### config.mk
export PLATFORM = sky130hd
export DESIGN_NAME = pipe_stage_chain_flat
export DESIGN_NICKNAME = d
export VERILOG_FILES = /design/src/rtl/pipe_stage_chain_pkg.sv /design/src/rtl/pipe_stage_chain_if.sv /design/src/rtl/pipe_stage_chain_reg.sv /design/src/rtl/pipe_stage_chain.sv /design/src/flat_wrapper.sv
export SDC_FILE = /design/constraint.sdc
export NUM_CORES = 1
export LEC_CHECK = 0
export ABC_AREA = 1
export CAP_MARGIN = 20
export CORE_MARGIN = 2
export CORE_UTILIZATION = 43
export CTS_CLUSTER_SIZE = 12
export DETAILED_ROUTE_END_ITERATION = 8
export DONT_BUFFER_PORTS = 1
export SYNTH_ARGS = -nofsm -noshare
export SYNTH_HDL_FRONTEND = slang
export SYNTH_SLANG_ARGS = --single-unit
export TNS_END_PERCENT = 50
### constraint.sdc
create_clock -name clk_i -period 4.9 [get_ports clk_i]
set_input_delay 0.49 -clock clk_i [delete_from_list [all_inputs] [get_ports clk_i]]
set_output_delay 0.49 -clock clk_i [all_outputs]
set_load 0.005 [all_outputs]
### src/rtl/pipe_stage_chain_pkg.sv
// rtl/pipe_stage_chain_pkg.sv - shared CPU pipeline definitions: control bit positions, rd width, payload offsets
package pipe_stage_chain_pkg;

    localparam int CTRL_MEMREAD  = 0;
    localparam int CTRL_MEMWRITE = 1;
    localparam int CTRL_REGWRITE = 2;
    localparam int CTRL_MEMTOREG = 3;
    localparam int PIPE_CTRL_W   = 4;
    localparam int PIPE_RD_W     = 5;
    localparam int PIPE_DATA_W   = 96;

    typedef enum logic [1:0] {
        BND_IF_ID  = 2'd0,
        BND_ID_EX  = 2'd1,
        BND_EX_MEM = 2'd2,
        BND_MEM_WB = 2'd3
    } boundary_t;

    // Payload field LSBs within data, one group per pipeline boundary; fields are 32 bits wide
    localparam int IFID_PC_LSB     = 0;
    localparam int IFID_INSTR_LSB  = 32;
    localparam int IDEX_PC_LSB     = 0;
    localparam int IDEX_RS1_LSB    = 32;
    localparam int IDEX_RS2_LSB    = 64;
    localparam int EXMEM_ALU_LSB   = 0;
    localparam int EXMEM_STORE_LSB = 32;
    localparam int EXMEM_PC_LSB    = 64;
    localparam int MEMWB_ALU_LSB   = 0;
    localparam int MEMWB_LOAD_LSB  = 32;
    localparam int MEMWB_PC_LSB    = 64;
    localparam int FIELD_W         = 32;

endpackage

### src/rtl/pipe_stage_chain_if.sv
// rtl/pipe_stage_chain_if.sv - pipeline chain bus: input payload, stall/flush controls, outputs and hazard taps
interface pipe_stage_chain_if #(
    parameter int DATA_W = 96,
    parameter int CTRL_W = 4,
    parameter int RD_W   = 5,
    parameter int DEPTH  = 1,
    parameter int CNT_W  = 16
);
    logic                    stall_i;
    logic [DEPTH-1:0]        flush_i;
    logic                    valid_i;
    logic [DATA_W-1:0]       data_i;
    logic [CTRL_W-1:0]       ctrl_i;
    logic [RD_W-1:0]         rd_i;
    logic                    cnt_clr_i;
    logic                    valid_o;
    logic [DATA_W-1:0]       data_o;
    logic [CTRL_W-1:0]       ctrl_o;
    logic [RD_W-1:0]         rd_o;
    logic [DEPTH-1:0]        stage_valid_o;
    logic [DEPTH*RD_W-1:0]   stage_rd_o;
    logic [DEPTH-1:0]        stage_wr_o;
    logic [CNT_W-1:0]        stall_cnt_o;

    modport slave (
        input  stall_i, flush_i, valid_i, data_i, ctrl_i, rd_i, cnt_clr_i,
        output valid_o, data_o, ctrl_o, rd_o, stage_valid_o, stage_rd_o, stage_wr_o, stall_cnt_o
    );

    modport master (
        output stall_i, flush_i, valid_i, data_i, ctrl_i, rd_i, cnt_clr_i,
        input  valid_o, data_o, ctrl_o, rd_o, stage_valid_o, stage_rd_o, stage_wr_o, stall_cnt_o
    );
endinterface

### src/rtl/pipe_stage_chain_reg.sv
// rtl/pipe_stage_chain_reg.sv - one pipeline stage register with hold and flush-to-bubble
module pipe_stage_chain_reg #(
    parameter int DATA_W = 96,
    parameter int CTRL_W = 4,
    parameter int RD_W   = 5
) (
    input  logic              clk,
    input  logic              rst,
    input  logic              hold,
    input  logic              flush,
    input  logic              in_valid,
    input  logic [DATA_W-1:0] in_data,
    input  logic [CTRL_W-1:0] in_ctrl,
    input  logic [RD_W-1:0]   in_rd,
    output logic              valid,
    output logic [DATA_W-1:0] data,
    output logic [CTRL_W-1:0] ctrl,
    output logic [RD_W-1:0]   rd
);

    // Flush only kills valid/ctrl; data and rd follow normal hold/shift so they never go X
    always_ff @(posedge clk or posedge rst) begin
        if (rst) begin
            valid <= 1'b0;
            data  <= '0;
            ctrl  <= '0;
            rd    <= '0;
        end else begin
            if (!hold) begin
                data <= in_data;
                rd   <= in_rd;
            end
            if (flush) begin
                valid <= 1'b0;
                ctrl  <= '0;
            end else if (!hold) begin
                valid <= in_valid;
                ctrl  <= in_ctrl;
            end
        end
    end

endmodule

### src/rtl/pipe_stage_chain.sv
// rtl/pipe_stage_chain.sv - parametrised pipeline register chain with stall, per-stage flush, hazard taps and stall counter
module pipe_stage_chain
    import pipe_stage_chain_pkg::*;
#(
    parameter int DATA_W = PIPE_DATA_W,
    parameter int CTRL_W = PIPE_CTRL_W,
    parameter int RD_W   = PIPE_RD_W,
    parameter int DEPTH  = 1,
    parameter int WR_BIT = CTRL_REGWRITE,
    parameter int CNT_W  = 16
) (
    input  logic              clk_i,
    input  logic              rst_i,
    pipe_stage_chain_if.slave bus
);

    generate
        if (DEPTH < 1 || DEPTH > 4) begin : g_bad_depth
            $fatal(1, "pipe_stage_chain: DEPTH must be in 1..4");
        end
        if (WR_BIT >= CTRL_W) begin : g_bad_wr_bit
            $fatal(1, "pipe_stage_chain: WR_BIT must be below CTRL_W");
        end
    endgenerate

    logic              stg_valid [DEPTH];
    logic [DATA_W-1:0] stg_data  [DEPTH];
    logic [CTRL_W-1:0] stg_ctrl  [DEPTH];
    logic [RD_W-1:0]   stg_rd    [DEPTH];
    logic [CNT_W-1:0]  stall_cnt;

    genvar k;
    generate
        for (k = 0; k < DEPTH; k++) begin : g_stage
            logic              in_valid;
            logic [DATA_W-1:0] in_data;
            logic [CTRL_W-1:0] in_ctrl;
            logic [RD_W-1:0]   in_rd;

            if (k == 0) begin : g_head
                // Incoming ctrl is masked so a bubble can never carry write enables
                assign in_valid = bus.valid_i;
                assign in_data  = bus.data_i;
                assign in_ctrl  = bus.valid_i ? bus.ctrl_i : '0;
                assign in_rd    = bus.rd_i;
            end else begin : g_link
                assign in_valid = stg_valid[k-1];
                assign in_data  = stg_data[k-1];
                assign in_ctrl  = stg_ctrl[k-1];
                assign in_rd    = stg_rd[k-1];
            end

            pipe_stage_chain_reg #(
                .DATA_W(DATA_W),
                .CTRL_W(CTRL_W),
                .RD_W  (RD_W)
            ) u_stage (
                .clk     (clk_i),
                .rst     (rst_i),
                .hold    (bus.stall_i),
                .flush   (bus.flush_i[k]),
                .in_valid(in_valid),
                .in_data (in_data),
                .in_ctrl (in_ctrl),
                .in_rd   (in_rd),
                .valid   (stg_valid[k]),
                .data    (stg_data[k]),
                .ctrl    (stg_ctrl[k]),
                .rd      (stg_rd[k])
            );

            assign bus.stage_valid_o[k]              = stg_valid[k];
            assign bus.stage_rd_o[k*RD_W +: RD_W]    = stg_rd[k];
            assign bus.stage_wr_o[k]                 = stg_valid[k] & stg_ctrl[k][WR_BIT];
        end
    endgenerate

    assign bus.valid_o     = stg_valid[DEPTH-1];
    assign bus.data_o      = stg_data[DEPTH-1];
    assign bus.ctrl_o      = stg_ctrl[DEPTH-1];
    assign bus.rd_o        = stg_rd[DEPTH-1];
    assign bus.stall_cnt_o = stall_cnt;

    // Counts cycles where a valid instruction at the tail is being held back
    always_ff @(posedge clk_i or posedge rst_i) begin
        if (rst_i) begin
            stall_cnt <= '0;
        end else if (bus.cnt_clr_i) begin
            stall_cnt <= '0;
        end else if (bus.stall_i && stg_valid[DEPTH-1] && (stall_cnt != {CNT_W{1'b1}})) begin
            stall_cnt <= stall_cnt + 1'b1;
        end
    end

endmodule

### src/flat_wrapper.sv
// flat-port wrapper written by rule: the top's interface ports become plain ports
module pipe_stage_chain_flat import pipe_stage_chain_pkg::*;
#(
    parameter int DATA_W = PIPE_DATA_W,
    parameter int CTRL_W = PIPE_CTRL_W,
    parameter int RD_W   = PIPE_RD_W,
    parameter int DEPTH  = 1,
    parameter int WR_BIT = CTRL_REGWRITE,
    parameter int CNT_W  = 16
)
  (clk_i, rst_i, bus_stall_i, bus_flush_i, bus_valid_i, bus_data_i, bus_ctrl_i, bus_rd_i, bus_cnt_clr_i, bus_valid_o, bus_data_o, bus_ctrl_o, bus_rd_o, bus_stage_valid_o, bus_stage_rd_o, bus_stage_wr_o, bus_stall_cnt_o);
  pipe_stage_chain_if #(.DATA_W(DATA_W), .CTRL_W(CTRL_W), .RD_W(RD_W), .DEPTH(DEPTH), .CNT_W(CNT_W)) bus_i ();
  input  logic clk_i;
  input  logic rst_i;
  input wire logic [$bits(bus_i.stall_i)-1:0] bus_stall_i;
  input wire logic [$bits(bus_i.flush_i)-1:0] bus_flush_i;
  input wire logic [$bits(bus_i.valid_i)-1:0] bus_valid_i;
  input wire logic [$bits(bus_i.data_i)-1:0] bus_data_i;
  input wire logic [$bits(bus_i.ctrl_i)-1:0] bus_ctrl_i;
  input wire logic [$bits(bus_i.rd_i)-1:0] bus_rd_i;
  input wire logic [$bits(bus_i.cnt_clr_i)-1:0] bus_cnt_clr_i;
  output wire logic [$bits(bus_i.valid_o)-1:0] bus_valid_o;
  output wire logic [$bits(bus_i.data_o)-1:0] bus_data_o;
  output wire logic [$bits(bus_i.ctrl_o)-1:0] bus_ctrl_o;
  output wire logic [$bits(bus_i.rd_o)-1:0] bus_rd_o;
  output wire logic [$bits(bus_i.stage_valid_o)-1:0] bus_stage_valid_o;
  output wire logic [$bits(bus_i.stage_rd_o)-1:0] bus_stage_rd_o;
  output wire logic [$bits(bus_i.stage_wr_o)-1:0] bus_stage_wr_o;
  output wire logic [$bits(bus_i.stall_cnt_o)-1:0] bus_stall_cnt_o;
  assign bus_i.stall_i = bus_stall_i;
  assign bus_i.flush_i = bus_flush_i;
  assign bus_i.valid_i = bus_valid_i;
  assign bus_i.data_i = bus_data_i;
  assign bus_i.ctrl_i = bus_ctrl_i;
  assign bus_i.rd_i = bus_rd_i;
  assign bus_i.cnt_clr_i = bus_cnt_clr_i;
  assign bus_valid_o = bus_i.valid_o;
  assign bus_data_o = bus_i.data_o;
  assign bus_ctrl_o = bus_i.ctrl_o;
  assign bus_rd_o = bus_i.rd_o;
  assign bus_stage_valid_o = bus_i.stage_valid_o;
  assign bus_stage_rd_o = bus_i.stage_rd_o;
  assign bus_stage_wr_o = bus_i.stage_wr_o;
  assign bus_stall_cnt_o = bus_i.stall_cnt_o;
  pipe_stage_chain #(.DATA_W(DATA_W), .CTRL_W(CTRL_W), .RD_W(RD_W), .DEPTH(DEPTH), .WR_BIT(WR_BIT), .CNT_W(CNT_W)) u_core (.clk_i(clk_i), .rst_i(rst_i), .bus(bus_i));
endmodule
# Word-level counts from Yosys, hierarchy flattened
# Cells that the tools add are included.
[classes] addsub=1 multipliers=0 div=0 magnitude_cmp=0 eq_ne=2 n_shift=0 n_mux=7 bitwise_logic=1 reduce_logical=3
[op_table] operator="$mux W16" count=2
[op_table] operator="$add A16 B1 Y16 const B" count=1
[op_table] operator="$ne A16 B16 Y1 const B" count=1
[op_table] operator="$mux W4" count=3
[op_table] operator="$logic_and A1 B1 Y1" count=2
[op_table] operator="$mux W1" count=2
[op_table] operator="$ne A2 B1 Y1 const B" count=1
[op_table] operator="$reduce_bool A2 Y1" count=1
[op_table] operator="$and A1 B1 Y1" count=1
[totals] ff_bits=122 latchBits=0 ram_bits=0 romBits=0 inputBits=111 output_inout_bits=129 word_cells=19 memories=0

# Longest topological paths before layout
[depth] word_depth=4 ltp_mapped=10

# By module
# Synthesis repeated with hierarchy kept, for this count alone.
[hier_totals] cells_unflattened=610 area_unflattened_um2=5252.5
[modules_own_cells] module="pipe_stage_chain_reg" instances=1 cells_each=450 area_per_inst_um2=4172.8
[modules_own_cells] module="pipe_stage_chain" instances=1 cells_each=160 area_per_inst_um2=1079.8

# Worst setup path before layout
# Ideal clock, no wire load.
[synth_path] path_kind="flip-flop to flip-flop" from="register u_core.stall_cnt[0] (netlist: u_core.bus.stall_cnt_o[0])" to="register u_core.stall_cnt[3] (netlist: u_core.bus.stall_cnt_o[3])" arrival_ns=1.431 slack_ns=3.351 stages_incl_launch_ff=11 n_path_buf=1 synth_period_minus_slack_ns=1.549 cell_sequence="dfrtp_1 > ha_1 > nand2_1 > nor2_4 > nand2_4 > nor2_4 > o21ai_4 > clkinv_2 > buf_6 > nand2_1 > nand2_1"
[synth_via] elab_chain_len=3
[synth_lines] item="from (decl)" line_no="pipe_stage_chain.sv:30" source="logic [CNT_W-1:0] stall_cnt;"
[synth_lines] item="from (signal assigned)" line_no="pipe_stage_chain.sv:91" source="stall_cnt <= stall_cnt + 1'b1;"
[synth_lines] item="$add A16 B1 Y16 or $ne A16 B16 Y1 (tied branches)" line_no="pipe_stage_chain.sv:91, pipe_stage_chain.sv:90"
[synth_lines] item="$mux W16 or $logic_and A1 B1 Y1 (tied branches)" line_no="pipe_stage_chain.sv:90" source="end else if (bus.stall_i && stg_valid[DEPTH-1] && (stall_cnt != {CNT_W{1'b1}})) begin"
[synth_lines] item="$mux W16 or $reduce_bool A2 Y1 (tied branches)"
# Several ways; a longest one is shown, not always the timed one. The select of a mux whose other input is x is not followed.
# A chain may end at the register's enable or synchronous reset.

# Worst setup path after layout
[layout_path] from="register u_core.stall_cnt[0] (netlist: u_core.bus.stall_cnt_o[0])" to="register u_core.stall_cnt[0] (netlist: u_core.bus.stall_cnt_o[0])"
# Same word-level chain as after synthesis.

==> results.yml <==
status:
  status: "completed"
logic_synthesis:
  yosys_warnings: 0
  ys_ff_latch: 122
  ys_async_sr_fraction_pct: 100.0
  yosysTopAreaCellShare_pct: 60.35
  ys_top_cells_by_area: "dfrtp_1, nand2_1, inv_1"
  synth_edf_count: 0
  synth_flop_cell: "dfrtp_1"
  syn_area_um2: 5059
  yosys.area.top_type: "dfrtp_1"
  postSynthAreaPerCell_um2: 8.361
  synth_most_common_cell: "nand2_1"
  synth_commonest_cells: "nand2_1, dfrtp_1, inv_1, clkbuf_1, nand3_1"
  syn-num-nets: 717
  netlist-cell-type-count: 24
  synthCells: 605
  synth_seq_area_share_pct: 60.35
finish:
  layout.nets: 709
  drive_above_1_share_pct: 6.601
  num_antenna_cells: 0
  register_area_um2: 3053
  multi_input_area_um2: 1763
  fin_cells: 749
  num-fill-cells: 1069
  area.growth.synth_to_final_pct: 12.29
sta:
  rsz0062_at_grt: "false"
  slew_viol_final: 0
  period_share_pct: 40.09
  tightest_slew_ps: 905.6
  layout_setup_ws_ps: 2936
  skew_ps: 5.320
  timing.fmax_ghz: 0.5090
  setup-tns-final_ps: 0
  slew-limit-headroom_pct: 39.54
  hold_viol: 0
  setup_viol: 0
  min_period_ps: 1964
hold_path:
  hold_path_class: "in2reg"
clock_network:
  cts.clk_slew.worst_paths_ps: 50
  post_cts_buffers: 0
  clkLatencyLatePin_ps: 420
  cts-buffers-inserted: 17
  tritoncts: "yes"
  clockBufferDepth: 2
  numClockSinks: 122
  cts_hold_buf: 0
  cts_resized: 0
  clock-root-buffer: "clkbuf_16"
  cts_max_level: 4
floorplan:
  fp.dieW_um: 112.5
  rows: 39
  initial_core_util_pct: 44.11
  die_area_um2: 12650
  die_h_um: 112.5
  ioPinCount: 240
  core_area_um2: 11470
grt:
  antenna_found_initial: 0
  grt_usage_pct: 19.37
  grt_pass1_vias: 3872
  grt_pass1_wl_um: 19080
  grt-ovfl-total: 0
  grt_max_degree: 104
route:
  drt-vias-per-instance: 5.045
  routedWlPerCell_um: 15.99
  routed-wl-met3_um: 1265
  drtIter0Drc: 298
  highest_layer: "met4"
  dr_wl_met2_um: 5773
  drcViolationCount: 0
  postRouteAntennaNets: 0
  vias: 3779
  finalWirelength_um: 11970
  met1_length_um: 4712
  dr.pass1.iters: 5
power_and_ir_drop:
  power_density_nw_per_um2: 425.3
  irDropWorstVdd_v: 0.0002447
  p_leak_nw: 3.030
placed_design:
  io_buffer_count: 0
  dpl.hpwl_um: 8138
  gp_congestion: 0.8183
  dp_slack_ps: 2869
  dp_cells: 719
critical_path:
  start_kind: "flip-flop"
  critPathKind: "reg2reg"
  crit_path_end_kind: "flip-flop"
  timing.critical_path.arrival_ps: 2300
  required_ps: 5240
  crit_path_max_fanout: 12
run:
  maxCapViolCount: 0
==> cells by family after synthesis <==
group | synth area share [%]
adders and majority gates | 0.2473
and+or+nand+nor | 32.13
buffers and inverters | 4.798
DFF | 60.35
xor gates and xnor gates | 0.8657
AOI/OAI and AO/OA | 1.608
==> routing by layer <==
metal | vias up | GRT usage, %
li1 | 1821 | -
met1 | 1749 | 21.92
met2 | 192 | 31.04
met3 | 17 | 9.719
met4 | 0 | 8.455
met5 | - | 0
==> worst paths after layout <==
path | from | endpoint | slack [ps] | depth (start not counted)
setup / recovery | u_core.bus.stall_cnt_o[0]$_DFFE_PP0P_ | u_core.bus.stall_cnt_o[0]$_DFFE_PP0P_ | 2940 | 8
hold / removal | bus_flush_i | u_core.g_stage[0].u_stage.valid$_DFFE_PP0P_ | 130 | 1
setup reg to reg | u_core.bus.stall_cnt_o[0]$_DFFE_PP0P_ | u_core.bus.stall_cnt_o[0]$_DFFE_PP0P_ | 2940 | 8
hold reg to reg | u_core.g_stage[0].u_stage.data[9]$_DFFE_PP0N_ | u_core.g_stage[0].u_stage.data[9]$_DFFE_PP0N_ | 500 | 2
max in group asynchronous | rst_i | u_core.g_stage[0].u_stage.data[33]$_DFFE_PP0N_ | 3200 | 4
min in group asynchronous | rst_i | u_core.g_stage[0].u_stage.rd[3]$_DFFE_PP0N_ | 560 | 2
==> critical path, stage by stage, from the launching register on <==
cell and delay [ps]:
dfrtp_1 420, ha_1 250, nand2_1 130, nor2_4 70
nand2_4 80, nor2_4 50, nor2_1 600, nand3_1 160
o21ai_0 120
==> sequential cells by signal, indices dropped and copies added, names as in the netlist <==
signal                        cells
u_core.g_stage.u_stage.data      96
u_core.bus.stall_cnt_o           16
u_core.g_stage.u_stage.valid      1
u_core.g_stage.u_stage.rd         5
u_core.g_stage.u_stage.ctrl       4
==> where the power goes <==
part / switching [W] / internal [W] / total, W
Clock: 0.000403 / 0.000736 / 0.00114
Sequential: 0.0000689 / 0.00109 / 0.00116
Combinational: 0.0000808 / 0.0000416 / 0.000122
Total: 0.000552 / 0.00186 / 0.00242
==> per-stage QoR <==
stage	hold WS, ps	cell area, um^2	util (%)	total power (W)
6_report	131.5	5680	49.54	0.002416
5_1_grt	126.7	5680	49.54	0.002522
4_1_cts	123.8	5643	49.21	0.002434
3_5_place_dp	492.1	5107	44.54	0.001294
3_3_place_gp	491.4	5107	44.54	0.001287
2_1_floorplan	469.7	5059	-	0.001265
==> cell usage in the layout, fill, tap and decap left out, drive strengths merged <==
master,count
dfrtp,122
nand4,9
buf,3
bufinv,1
o32ai,4
nand3b,1
nor2,18
inv,24
nand3,16
clkinv,3
clkbuf,25
a21oi,4
ha,1
dlygate4sd3,1
nand2,363
o21ai,3
xor2,5
or2,3
==> cell type report <==
cell class	count	area share [%]
Timing Repair Buffer	4	0.9251
Tap cell	143	3.150
Clock inverter	3	0.7048
Clock buffer	25	8.722
Inverter	25	1.718
Multi-Input combinational cell	427	31.04
Sequential cell	122	53.74
Power figures use the tool's default switching activity.
